## config.mk

```make
export PLATFORM = sky130hd
export DESIGN_NAME = tt_um_uart_tx
export DESIGN_NICKNAME = d
export VERILOG_FILES = /design/src/rtl/tt_um_uart_tx.sv
export SDC_FILE = /design/constraint.sdc
export NUM_CORES = 1
export LEC_CHECK = 0
export BUFFER_PORTS_ARGS = -buffer_cell sky130_fd_sc_hd__buf_2
export CORE_UTILIZATION = 60
export DETAILED_ROUTE_END_ITERATION = 6
export HOLD_SLACK_MARGIN = 0.12
export PLACE_DENSITY_LB_ADDON = 0.08
export SYNTH_ARGS = -nofsm -noshare
export SYNTH_HDL_FRONTEND = slang
export SYNTH_SLANG_ARGS = --single-unit
```

## constraint.sdc

```tcl
create_clock -name clk -period 4.7 [get_ports clk]
set_clock_uncertainty 0.1 [all_clocks]
set_input_delay 0.94 -clock clk [delete_from_list [all_inputs] [get_ports clk]]
set_output_delay 0.94 -clock clk [all_outputs]
set_load 0.02 [all_outputs]
```

## src/rtl/tt_um_uart_tx.sv

```systemverilog
// rtl/tt_um_uart_tx.sv - Tiny Tapeout UART transmitter tile with byte FIFO
//
// Serialises bytes loaded from ui_in into UART frames on uo_out[0].
// Optional feature macro: TT_UART_TX_PARITY_EN (adds a parity bit, 8E1/8O1).
//
// Ports:
//   clk      tile clock, rising edge
//   rst_n    asynchronous active-low reset
//   ena      tile enable; gates writes and new frames
//   ui_in    byte to transmit, captured two clocks after the strobe is sampled
//   uo_out   [0] tx, [1] busy, [2] fifo_full, [3] fifo_empty, [4] overflow, [7:5] 0
//   uio_in   [0] write strobe (asynchronous), [1] odd-parity select
//   uio_out  constant 0
//   uio_oe   constant 0 (all uio pins are inputs)

module tt_um_uart_tx #(
  parameter int CLKS_PER_BIT = 434,
  parameter int FIFO_DEPTH   = 4
) (
  input  logic       clk,
  input  logic       rst_n,
  input  logic       ena,
  input  logic [7:0] ui_in,
  output logic [7:0] uo_out,
  input  logic [7:0] uio_in,
  output logic [7:0] uio_out,
  output logic [7:0] uio_oe
);

  localparam int CW = (CLKS_PER_BIT > 1) ? $clog2(CLKS_PER_BIT) : 1;
  localparam int PW = $clog2(FIFO_DEPTH);
  localparam logic [CW-1:0] BAUD_RELOAD = CW'(CLKS_PER_BIT - 1);
  localparam logic [PW:0]   DEPTH_C     = (PW + 1)'(FIFO_DEPTH);

  typedef enum logic [2:0] {
    S_IDLE,
    S_START,
    S_DATA,
    S_PARITY,
    S_STOP
  } state_t;

  // Strobe synchroniser and edge detector
  logic r_sync1, r_sync2, r_prev;

  // FIFO
  logic [7:0]  r_mem [FIFO_DEPTH];
  logic [PW-1:0] r_wr_ptr, r_rd_ptr;
  logic [PW:0]   r_count;
  logic          r_ovf;

  // Transmit engine
  state_t      r_state;
  logic        r_tx;
  logic [CW-1:0] r_baud;
  logic [7:0]  r_shift;
  logic [2:0]  r_bit_idx;

  logic w_wr_ev, w_full, w_empty, w_bit_end, w_pop, w_wr, w_busy;
  logic w_unused;

  assign w_wr_ev   = r_sync2 & ~r_prev & ena;
  assign w_full    = (r_count == DEPTH_C);
  assign w_empty   = (r_count == '0);
  assign w_bit_end = (r_baud == '0);
  // A pop happens when the engine can start a frame: from IDLE, or at the last
  // cycle of STOP so consecutive frames abut with no idle gap.
  assign w_pop     = ena & ~w_empty &
                     ((r_state == S_IDLE) | ((r_state == S_STOP) & w_bit_end));
  // A simultaneous pop frees a slot, so a write into a full FIFO still lands.
  assign w_wr      = w_wr_ev & (~w_full | w_pop);
  assign w_busy    = (r_state != S_IDLE) | ~w_empty;

  assign uo_out  = {3'b000, r_ovf, w_empty, w_full, w_busy, r_tx};
  assign uio_out = 8'h00;
  assign uio_oe  = 8'h00;
  assign w_unused = &{1'b0, uio_in[7:1]};

  always_ff @(posedge clk or negedge rst_n) begin
    if (!rst_n) begin
      r_sync1 <= 1'b0;
      r_sync2 <= 1'b0;
      r_prev  <= 1'b0;
    end else begin
      r_sync1 <= uio_in[0];
      r_sync2 <= r_sync1;
      r_prev  <= r_sync2;
    end
  end

  always_ff @(posedge clk) begin
    if (w_wr) r_mem[r_wr_ptr] <= ui_in;
  end

  always_ff @(posedge clk or negedge rst_n) begin
    if (!rst_n) begin
      r_wr_ptr <= '0;
      r_rd_ptr <= '0;
      r_count  <= '0;
      r_ovf    <= 1'b0;
    end else begin
      if (w_wr)  r_wr_ptr <= r_wr_ptr + 1'b1;
      if (w_pop) r_rd_ptr <= r_rd_ptr + 1'b1;
      case ({w_wr, w_pop})
        2'b10:   r_count <= r_count + 1'b1;
        2'b01:   r_count <= r_count - 1'b1;
        default: r_count <= r_count;
      endcase
      if (w_wr_ev & w_full & ~w_pop) r_ovf <= 1'b1;
    end
  end

`ifdef TT_UART_TX_PARITY_EN
  logic r_par;
`endif

  always_ff @(posedge clk or negedge rst_n) begin
    if (!rst_n) begin
      r_state   <= S_IDLE;
      r_tx      <= 1'b1;
      r_baud    <= '0;
      r_shift   <= '0;
      r_bit_idx <= '0;
`ifdef TT_UART_TX_PARITY_EN
      r_par     <= 1'b0;
`endif
    end else if (w_pop) begin
      r_state   <= S_START;
      r_tx      <= 1'b0;
      r_baud    <= BAUD_RELOAD;
      r_shift   <= r_mem[r_rd_ptr];
`ifdef TT_UART_TX_PARITY_EN
      // Parity mode is latched per byte at pop time.
      r_par     <= (^r_mem[r_rd_ptr]) ^ uio_in[1];
`endif
    end else begin
      case (r_state)
        S_IDLE: begin
          r_tx <= 1'b1;
        end
        S_START: begin
          if (w_bit_end) begin
            r_state   <= S_DATA;
            r_tx      <= r_shift[0];
            r_shift   <= r_shift >> 1;
            r_bit_idx <= '0;
            r_baud    <= BAUD_RELOAD;
          end else begin
            r_baud <= r_baud - 1'b1;
          end
        end
        S_DATA: begin
          if (w_bit_end) begin
            r_baud <= BAUD_RELOAD;
            if (r_bit_idx == 3'd7) begin
`ifdef TT_UART_TX_PARITY_EN
              r_state <= S_PARITY;
              r_tx    <= r_par;
`else
              r_state <= S_STOP;
              r_tx    <= 1'b1;
`endif
            end else begin
              r_tx      <= r_shift[0];
              r_shift   <= r_shift >> 1;
              r_bit_idx <= r_bit_idx + 1'b1;
            end
          end else begin
            r_baud <= r_baud - 1'b1;
          end
        end
`ifdef TT_UART_TX_PARITY_EN
        S_PARITY: begin
          if (w_bit_end) begin
            r_state <= S_STOP;
            r_tx    <= 1'b1;
            r_baud  <= BAUD_RELOAD;
          end else begin
            r_baud <= r_baud - 1'b1;
          end
        end
`endif
        S_STOP: begin
          // Reaching here with the bit ended means no pop was possible.
          if (w_bit_end) begin
            r_state <= S_IDLE;
            r_tx    <= 1'b1;
          end else begin
            r_baud <= r_baud - 1'b1;
          end
        end
        default: begin
          r_state <= S_IDLE;
          r_tx    <= 1'b1;
        end
      endcase
    end
  end

endmodule

```

==> run summary, run 1 <==
The number of nets still failing antenna checks after routing is 0, and the number of core rows is 26. Counting the fill cells in the layout gives 385. The final worst-path cycle share is 58.9%, and the required time reported for the critical path endpoint is 3.66 ns.

The largest net degree at the start of global routing is 36, and the via count of the first global-routing pass is 1,696. The net count of the finished layout is 285. The tools report the root buffer cell as sky130_fd_sc_hd__clkbuf_8. The area of the placeable core was 5140 um2; the total I/O pin count was 43.

The run gives 3.42 mm as the half-perimeter wire length of the detailed placement result. The final-report max-slew violation count came out at 0. The tools report the total of warnings raised by yosys as 0.

The tools report the type of origin of the critical path as a register. STA classifies the critical path endpoint as a primary output. The tools report the total negative slack for setup checks as 0 ns.

Before antenna repair, the detailed router went through 6 iterations. At the end of routability-driven placement, the weighted congestion stood at 0.778. Class of the tightest hold or removal check: reg -> reg.

The worst register-to-register path begins at r_baud[0]. Dividing the detail-routed wire length by the instance count gives 15.1 um. The logs give 3 for the total number of H-tree levels and 53 for the unique cell type count in the Yosys netlist. Startpoint of the tightest hold check path: r_sync1. The run gives 0 as the post-cts gate resize count. Counting the buffers created by CTS gives 9. Among all flip-flop cells after synthesis, the most frequent one is sky130_fd_sc_hd__dfrtp_1. For the number of maximum-capacitance violations, the log shows 0. In this run the worst path has a maximum fanout of 4. After synthesis the cells add up to 3220 um2. After technology mapping, the gate count stands at 244.

The logs give 0 for the count of endpoints failing hold in the final timing report and 0.00139 uW for the static power due to leakage. In this run, the number of DRC markers left after iteration 0 of detailed routing was 74. Setup violations remaining at the end of the flow were counted as 0. TritonCTS built the clock tree. Counting tap cells, the placed design contains a total of 317 instances.

Synthesis inferred 67 register bits. The run gives 0.000358 V as the worst-case vdd ir drop. Launch point of the critical path: r_count[0]. The count of buffers added on input and output ports is 16. The leftover overflow at the end of global routing came out at 0.

The starting density of the core is 62.7%, and the first-pass GRT wire length is 8.05 mm. Critical path class: reg -> out. Of all flip-flops after synthesis, the portion carrying an async set or reset was 52.2%. The flow ran to the end, and the final reports show no timing, DRC or antenna violations. Measured along the x axis, the die boundary spans 75.3 um. In this run the deepest clock path goes through 2 buffers. Average instance area after synthesis: 13.2 um2. The number of buffers inserted by hold repair at cts is 0. For the number of diodes, the log shows 0. For the pin with the worst max-slew slack, the measured transition is 0.776 ns. Detailed routing inserted a total of 1,784 vias.

The tools report the global router's overall resource usage as 20.5%. Relative to the synthesized area, the layout overhead comes to 6.76%. The clock slew seen by the registers of the worst setup and hold paths is 0.07 ns.

The floorplan step defined a die boundary enclosing 5670 um2. The portion of the post-synthesis area used by sequential elements was 57.0%; the headroom to the max-slew limit was 48.3%. The count of buffers added by post-CTS timing repair for setup came out at 0. The routed via count divided by cell count is 5.36, and the arrival time reported for the critical path endpoint is 1.73 ns. Setup repair after global routing left no endpoint under its margin. The post-route DRC violation count is 0. The clock drives 67 sinks. Clock period minus worst slack: 2.77 ns.

The final standard cell count with taps included and fillers excluded was 333; the fraction of layout cells with a size suffix above 1 was 21.3%. The peak clock frequency supported by timing is 361 MHz. The clock latency on the worst-skew pair is 0.34 ns. Counting flops with a built-in enable in the synthesized netlist gives 32.

The floorplan step set the die height to 75.3 um. The logs give 0 for the number of antenna violations at the first check in global routing and 5.04 mm for the final routed wirelength across all metal layers. For this design the ratio of total power to cell area is 530 nW/um2.
-- synth_stat cells, types with 2 or more instances --
cell                       count  area (um2)
sky130_fd_sc_hd__xor2_1        6        52.6
sky130_fd_sc_hd__xnor2_1       6        52.6
sky130_fd_sc_hd__and2_1        4        25.0
sky130_fd_sc_hd__o21ai_1       2        10.0
sky130_fd_sc_hd__ha_1          7        87.6
sky130_fd_sc_hd__nor3_1        4        20.0
sky130_fd_sc_hd__and2_4        2        17.5
sky130_fd_sc_hd__a22o_1        8        70.1
sky130_fd_sc_hd__o21ai_0      12        60.1
sky130_fd_sc_hd__nor2_1       13        48.8
sky130_fd_sc_hd__dfrtp_1      34         851
sky130_fd_sc_hd__edfxtp_1     32         961
sky130_fd_sc_hd__a22oi_1       2        15.0
sky130_fd_sc_hd__a21o_1        8        60.1
sky130_fd_sc_hd__buf_2         3        15.0
sky130_fd_sc_hd__nor3b_1       3        22.5
sky130_fd_sc_hd__buf_4        25         188
sky130_fd_sc_hd__a21oi_1       6        30.0
sky130_fd_sc_hd__o32ai_1       2        17.5
sky130_fd_sc_hd__mux4_2        8         180
sky130_fd_sc_hd__nand3_1       2        10.0
sky130_fd_sc_hd__nand2_1       9        33.8
sky130_fd_sc_hd__or4_1         3        22.5
sky130_fd_sc_hd__inv_1        13        48.8
sky130_fd_sc_hd__nor2_2        2        12.5
-- final timing paths --
path | to | slack (ns) | cells after the start
setup / recovery | uo_out[1] | 1.93 | 3
hold / removal | r_sync2 | 0.25 | 0
setup reg to reg | r_count[2] | 2.13 | 10
hold reg to reg | r_sync2 | 0.25 | 0
max in group asynchronous | r_rd_ptr[0] | 3.43 | 1
min in group asynchronous | r_shift[4] | 0.58 | 1
-- state kept, by name, indices dropped and copies added, names as in the netlist --
name       cells
r_sync1        1
r_state        3
r_rd_ptr       2
r_tx           1
r_mem         32
r_count        3
r_ovf          1
r_prev         1
r_sync2        1
r_wr_ptr       2
r_bit_idx      3
r_shift        8
r_baud         9
-- layer usage --
layer  up-vias  global-route usage (%)  routed length (um)
li1        870                       -                   -
met1       860                    27.8                2450
met2        47                    30.7                2330
met3         7                    6.83                 190
met4         0                    8.64                  68
met5         -                       0                   0
-- cell type report --
class                      instances  area (um2)  area share [%]
clock buffer                      12         155            4.51
clock inverter                     4        50.0            1.46
inverter                          13        48.8            1.42
multi-input combinational        151        1180            34.3
sequential                        67        1840            53.4
tap                               70        87.6            2.55
timing repair buffer              16        80.1            2.33
-- critical path: stages, from the launching register on --
cell and delay (ns):
sky130_fd_sc_hd__dfrtp_1 0.41, sky130_fd_sc_hd__or3_4 0.42, sky130_fd_sc_hd__or4_1 0.39, sky130_fd_sc_hd__buf_2 0.17
-- per-stage QoR --
step | util (%) | instance area (um2) | hold WS, ns | setup WS [ns] | total power [uW]
global route | 66.9 | 3440 | 0.266 | 1.86 | 1940
finish | 66.9 | 3440 | 0.250 | 1.93 | 1820
global placement | 62.9 | 3230 | 0.232 | 1.88 | 1330
detailed placement | 62.9 | 3230 | 0.236 | 1.85 | 1350
floorplan | - | 3290 | 0.231 | 2.14 | 1270
CTS | 66.9 | 3440 | 0.253 | 1.92 | 1840
-- power by group --
group | total, uW | internal (uW) | switching [uW]
sequential | 894 | 743 | 151
clock | 486 | 273 | 212
combinational | 443 | 221 | 222
total | 1820 | 1240 | 586
-- cells in the final DEF (no fill, tap or decap), drive strengths merged, types with 2 or more instances in the layout --
cell type | synthesis | final
nand3 | 2 | 2
xor2 | 6 | 6
a21o | 9 | 9
mux4 | 8 | 8
dfrtp | 34 | 34
conb | 1 | 19
xnor2 | 6 | 6
o21ai | 14 | 14
nand2 | 10 | 10
edfxtp | 32 | 32
nor4 | 2 | 2
nor3b | 3 | 3
a21oi | 8 | 8
ha | 7 | 7
clkbuf | 1 | 12
and2 | 6 | 6
nor3 | 5 | 5
clkinvlp | 0 | 2
o32ai | 2 | 2
or4 | 4 | 4
buf | 30 | 16
a22oi | 2 | 2
nor2 | 15 | 15
a22o | 8 | 8
inv | 13 | 13
-- cells by family after synthesis --
kind of cell             synth area share (%)
XOR/XNOR                                 3.26
adder cells (fa/ha/maj)                  3.34
flip-flops                               57.0
AO/OA/AOI/OAI                            11.0
AND/OR/NAND/NOR                          10.9
other                                   0.116
multiplexers                             5.94
buffers and inverters                    8.43
(Power assumes the default switching activity.)
==> run 2: changes to the inputs <==
--- a/config.mk
+++ b/config.mk
@@ -5,8 +5,9 @@
 export SDC_FILE = /design/constraint.sdc
 export NUM_CORES = 1
 export LEC_CHECK = 0
+export ABC_AREA = 1
 export BUFFER_PORTS_ARGS = -buffer_cell sky130_fd_sc_hd__buf_2
-export CORE_UTILIZATION = 60
+export CORE_UTILIZATION = 52
 export DETAILED_ROUTE_END_ITERATION = 6
 export HOLD_SLACK_MARGIN = 0.12
 export PLACE_DENSITY_LB_ADDON = 0.08
==> constraint.sdc (replaced) <==
create_clock -name clk -period 2.25 [get_ports clk]
set_clock_uncertainty 0.1 [all_clocks]
set_input_delay 0.45 -clock clk [delete_from_list [all_inputs] [get_ports clk]]
set_output_delay 0.45 -clock clk [all_outputs]
set_load 0.02 [all_outputs]
==> run summary, run 2 <==
After synthesis, the share of flip-flops with an asynchronous set or reset is 52.2%. The total number of H-tree levels was 3. The most frequent standard cell in the layout excluding fill and tap cells is sky130_fd_sc_hd__nand2_1. The net switching share of the total power was 40.9%; the first-pass GRT wire length was 9.38 mm. The area added between synthesis and finish works out to 10.1%. Dividing the detail-routed via count by the number of cells gives 4.96. For hold timing, the worst endpoint is r_mem[1][2]. The synthesized netlist contains 41 unique library cells. For the count of endpoints failing hold in the final timing report, the log shows 0.

The fraction of layout cells with a size suffix above 1 works out to 20.3%. The largest registers in the layout are r_mem: 32 flops, r_baud: 9 flops, r_shift: 8 flops. For this run, design rule violations remaining after detail routing come to 0. The number of antenna violations at the first check in global routing was 0; the worst-case vdd ir drop was 0.000737 V. Root buffer cell: sky130_fd_sc_hd__clkbuf_8. The total I/O pin count was 43; the path depth of the worst reg2reg path was 11. The run gives 0.215 ns as the minimum hold slack. The x dimension of the die was 81.9 um.

STA puts the critical path data arrival time at 2.23 ns. The run gives 4730 uW as the total power. Clock latency on the worst-skew pair, taken at its later pin, is 0.34 ns.

The startpoint identified for the worst register-to-register timing path is r_baud[0]. Based on the critical path, the design can be clocked at up to 476 MHz. The commonest cells after synthesis are 52 x sky130_fd_sc_hd__nand2_1, 37 x sky130_fd_sc_hd__inv_1, 34 x sky130_fd_sc_hd__dfrtp_1. In this run the tool buffered the top-level ports with 16 buffer cells.

The floorplan step defined a die boundary enclosing 6700 um2. The number of instances on the worst hold path came out at 1. Class of the tightest hold or removal check: in -> reg. Sequential power share: 38.5%. Max-cap violations in this run came to 0. Along the worst path, the maximum fanout reaches 3. Entering global routing, the biggest net connects 36 pins.

For the number of nets still failing antenna checks after routing, the log shows 0. The die is 81.9 um tall. The clock slew seen by the registers of the worst setup and hold paths is 0.08 ns, and the slew at the pin with the worst max-slew slack is 0.774 ns.

For this run, the slowest stage of the critical path takes 0.57 ns. For this design the ratio of total power to cell area is 1300 nW/um2. Summed over all nets, the switching power comes to 1930 uW. Subtracting the final worst setup slack from the clock period gives 2.10 ns. In the layout the commonest cells are 52 x sky130_fd_sc_hd__nand2_1, 35 x sky130_fd_sc_hd__inv_1, 34 x sky130_fd_sc_hd__dfrtp_1, 32 x sky130_fd_sc_hd__edfxtp_1, 26 x sky130_fd_sc_hd__nor2_1. The number of buffer and inverter instances along the worst setup path was 2; the total negative slack for setup checks was 0 ns. The longest clock path from root to sink contains 2 buffers. The cell with the most instances after synthesis is sky130_fd_sc_hd__nand2_1. The leftover overflow at the end of global routing is 0. The register with the most flip-flops was r_mem. Sort of element at the end of the critical path: a register. Among cell families on the critical path, the largest total delay comes from adder cells. The repair_antennas step left the layout with diodes totalling 0. Average instance area after synthesis: 10.1 um2.

The headroom to the max-slew limit is 48.4%. The clock network burns 21.9% of the power. The synthesized netlist occupies a cell area of 3320 um2. The count of routing violations after the opening detailed-route iteration is 93.

The setup-violating endpoint count in the final report was 0. Biggest area consumer among synthesized cells: sky130_fd_sc_hd__edfxtp_1. Number of flip-flops under the largest register name: 32. Cell internal power was estimated by the tool at 2800 uW. The final routed wirelength across all metal layers was 5.72 mm. Counting every sink on the clock net gives 67. The tools report the worst-case register-to-register setup slack as 0.15 ns.

TritonCTS created 9 clock buffers. By startpoint and endpoint, the worst setup path is classified as reg -> reg. In this run, synthesis inferred 32 flip-flops with an integrated enable.

The tools report the number of iterations in the first detailed-routing pass as 5. After synthesis the netlist holds a flip-flop and latch count of 67. Setup repair after global routing left no endpoint under its margin. In this run the static leakage power is 0.00163 uW.

Global placement routability congestion: 0.765. The required time reported for the critical path endpoint came out at 2.38 ns. The flow ran to the end, and the final reports show no timing, DRC or antenna violations. The tools report the total of warnings raised by yosys as 0. Walking the worst path, the cells encountered are inv_2, ha_4, nand2_2, nor2_4, nand3_2, nand2_2, nand3_2, fa_2, inv_1, nand2_1, o21ai_0. The tools report the via count of the first global-routing pass as 2,055.

TritonCTS built the clock tree. In this run the core area contains 28 standard-cell rows. After layout, the worst path uses 93.4% of the clock period. The slowest stage of the critical path is the sky130_fd_sc_hd__fa_2 cell.

Yosys attributes the largest share of cell area to sky130_fd_sc_hd__edfxtp_1 29%, sky130_fd_sc_hd__dfrtp_1 26%, sky130_fd_sc_hd__nand2_1 5.9%, sky130_fd_sc_hd__buf_4 5.7%, sky130_fd_sc_hd__inv_1 4.2%. The type of origin of the critical path is a register. In the final routed layout, each cell accounts on average for 13.1 um.

The number of vias after detailed routing was 2,156; the area of the placeable core was 6030 um2. Across every metal layer, demand over resource in global routing totals 19.2%. The top cell type by area accounts for 29.0% of the synthesized area. Among all flip-flop cells after synthesis, the most frequent one is sky130_fd_sc_hd__dfrtp_1.

Portion of the post-synthesis area used by sequential elements: 55.4%. The combinational power share was 39.7%; the half-perimeter wire length of the detailed placement result was 3.79 mm. Startpoint of the tightest hold check path: ui_in[2]. The run gives 55.0% as the starting density of the core.

The destination of the worst register-to-register timing path is r_count[1]. The synthesized instance count is 329, and the final net count is 382. The tools report the final-report max-slew violation count as 0.
run 2: timing repair:
item,CTS,global route
setup endpoints to repair,0,14
resized for setup,0,6
buffers inserted,0,0
hold endpoints to repair,35,0
hold buffers,2,0
run 2: how the worst max path moves through the flow:
stage | startpoint | endpoint | slack [ns] | depth (start not counted)
final | r_baud[0] | r_count[1] | 0.15 | 11
after global routing | r_baud[1] | r_count[2] | 0.0008 | 13
after CTS | r_baud[0] | r_count[2] | 0.02 | 13
after detailed placement | r_baud[0] | r_count[2] | 0.05 | 13
after global placement | r_baud[0] | r_count[2] | 0.07 | 13
after floorplan | r_baud[0] | r_mem[0][0] | 0.11 | 8
run 2: stage by stage:
stage | worst slack (ns) | instances | cell area [um2] | util [%]
floorplan | 0.112 | 347 | 3380 | -
global placement | 0.0668 | 417 | 3400 | 56.5
detailed placement | 0.0477 | 417 | 3400 | 56.5
CTS | 0.0181 | 435 | 3630 | 60.2
global route | 0.000782 | 435 | 3650 | 60.6
finish | 0.148 | 435 | 3650 | 60.6
run 2: cell families after synthesis:
group	Yosys count	synth area share, %
adders and majority gates	8	3.25
AOI/OAI and AO/OA	54	9.92
xor gates and xnor gates	9	2.60
and+or+nand+nor	118	16.9
DFF	67	55.4
other	1	0.113
buffers and inverters	72	11.7
run 2: power by group through the flow:
stage	clock, uW	combinational, uW	sequential [uW]
after global placement	0	1820	1830
after global routing	1100	2170	1860
after CTS	1060	1860	1820
final	1030	1880	1820
after detailed placement	0	1850	1840
after floorplan	0	1580	1770
run 2: per-layer routing:
metal  track usage [%]  wire length [um]
met2              29.7              2560
met5                 0                 0
met1              26.1              2890
met3              3.56               157
met4              9.12               104
run 2: area by class of cell:
| class | instances | area (um2) |
|---|---|---|
| clock buffers | 9 | 124 |
| clock inverters | 7 | 81.3 |
| fillers | 517 | 2380 |
| inverters | 41 | 161 |
| multi-input cells | 208 | 1180 |
| flip-flops and latches | 67 | 1840 |
| well taps | 75 | 93.8 |
| repair buffers | 28 | 175 |
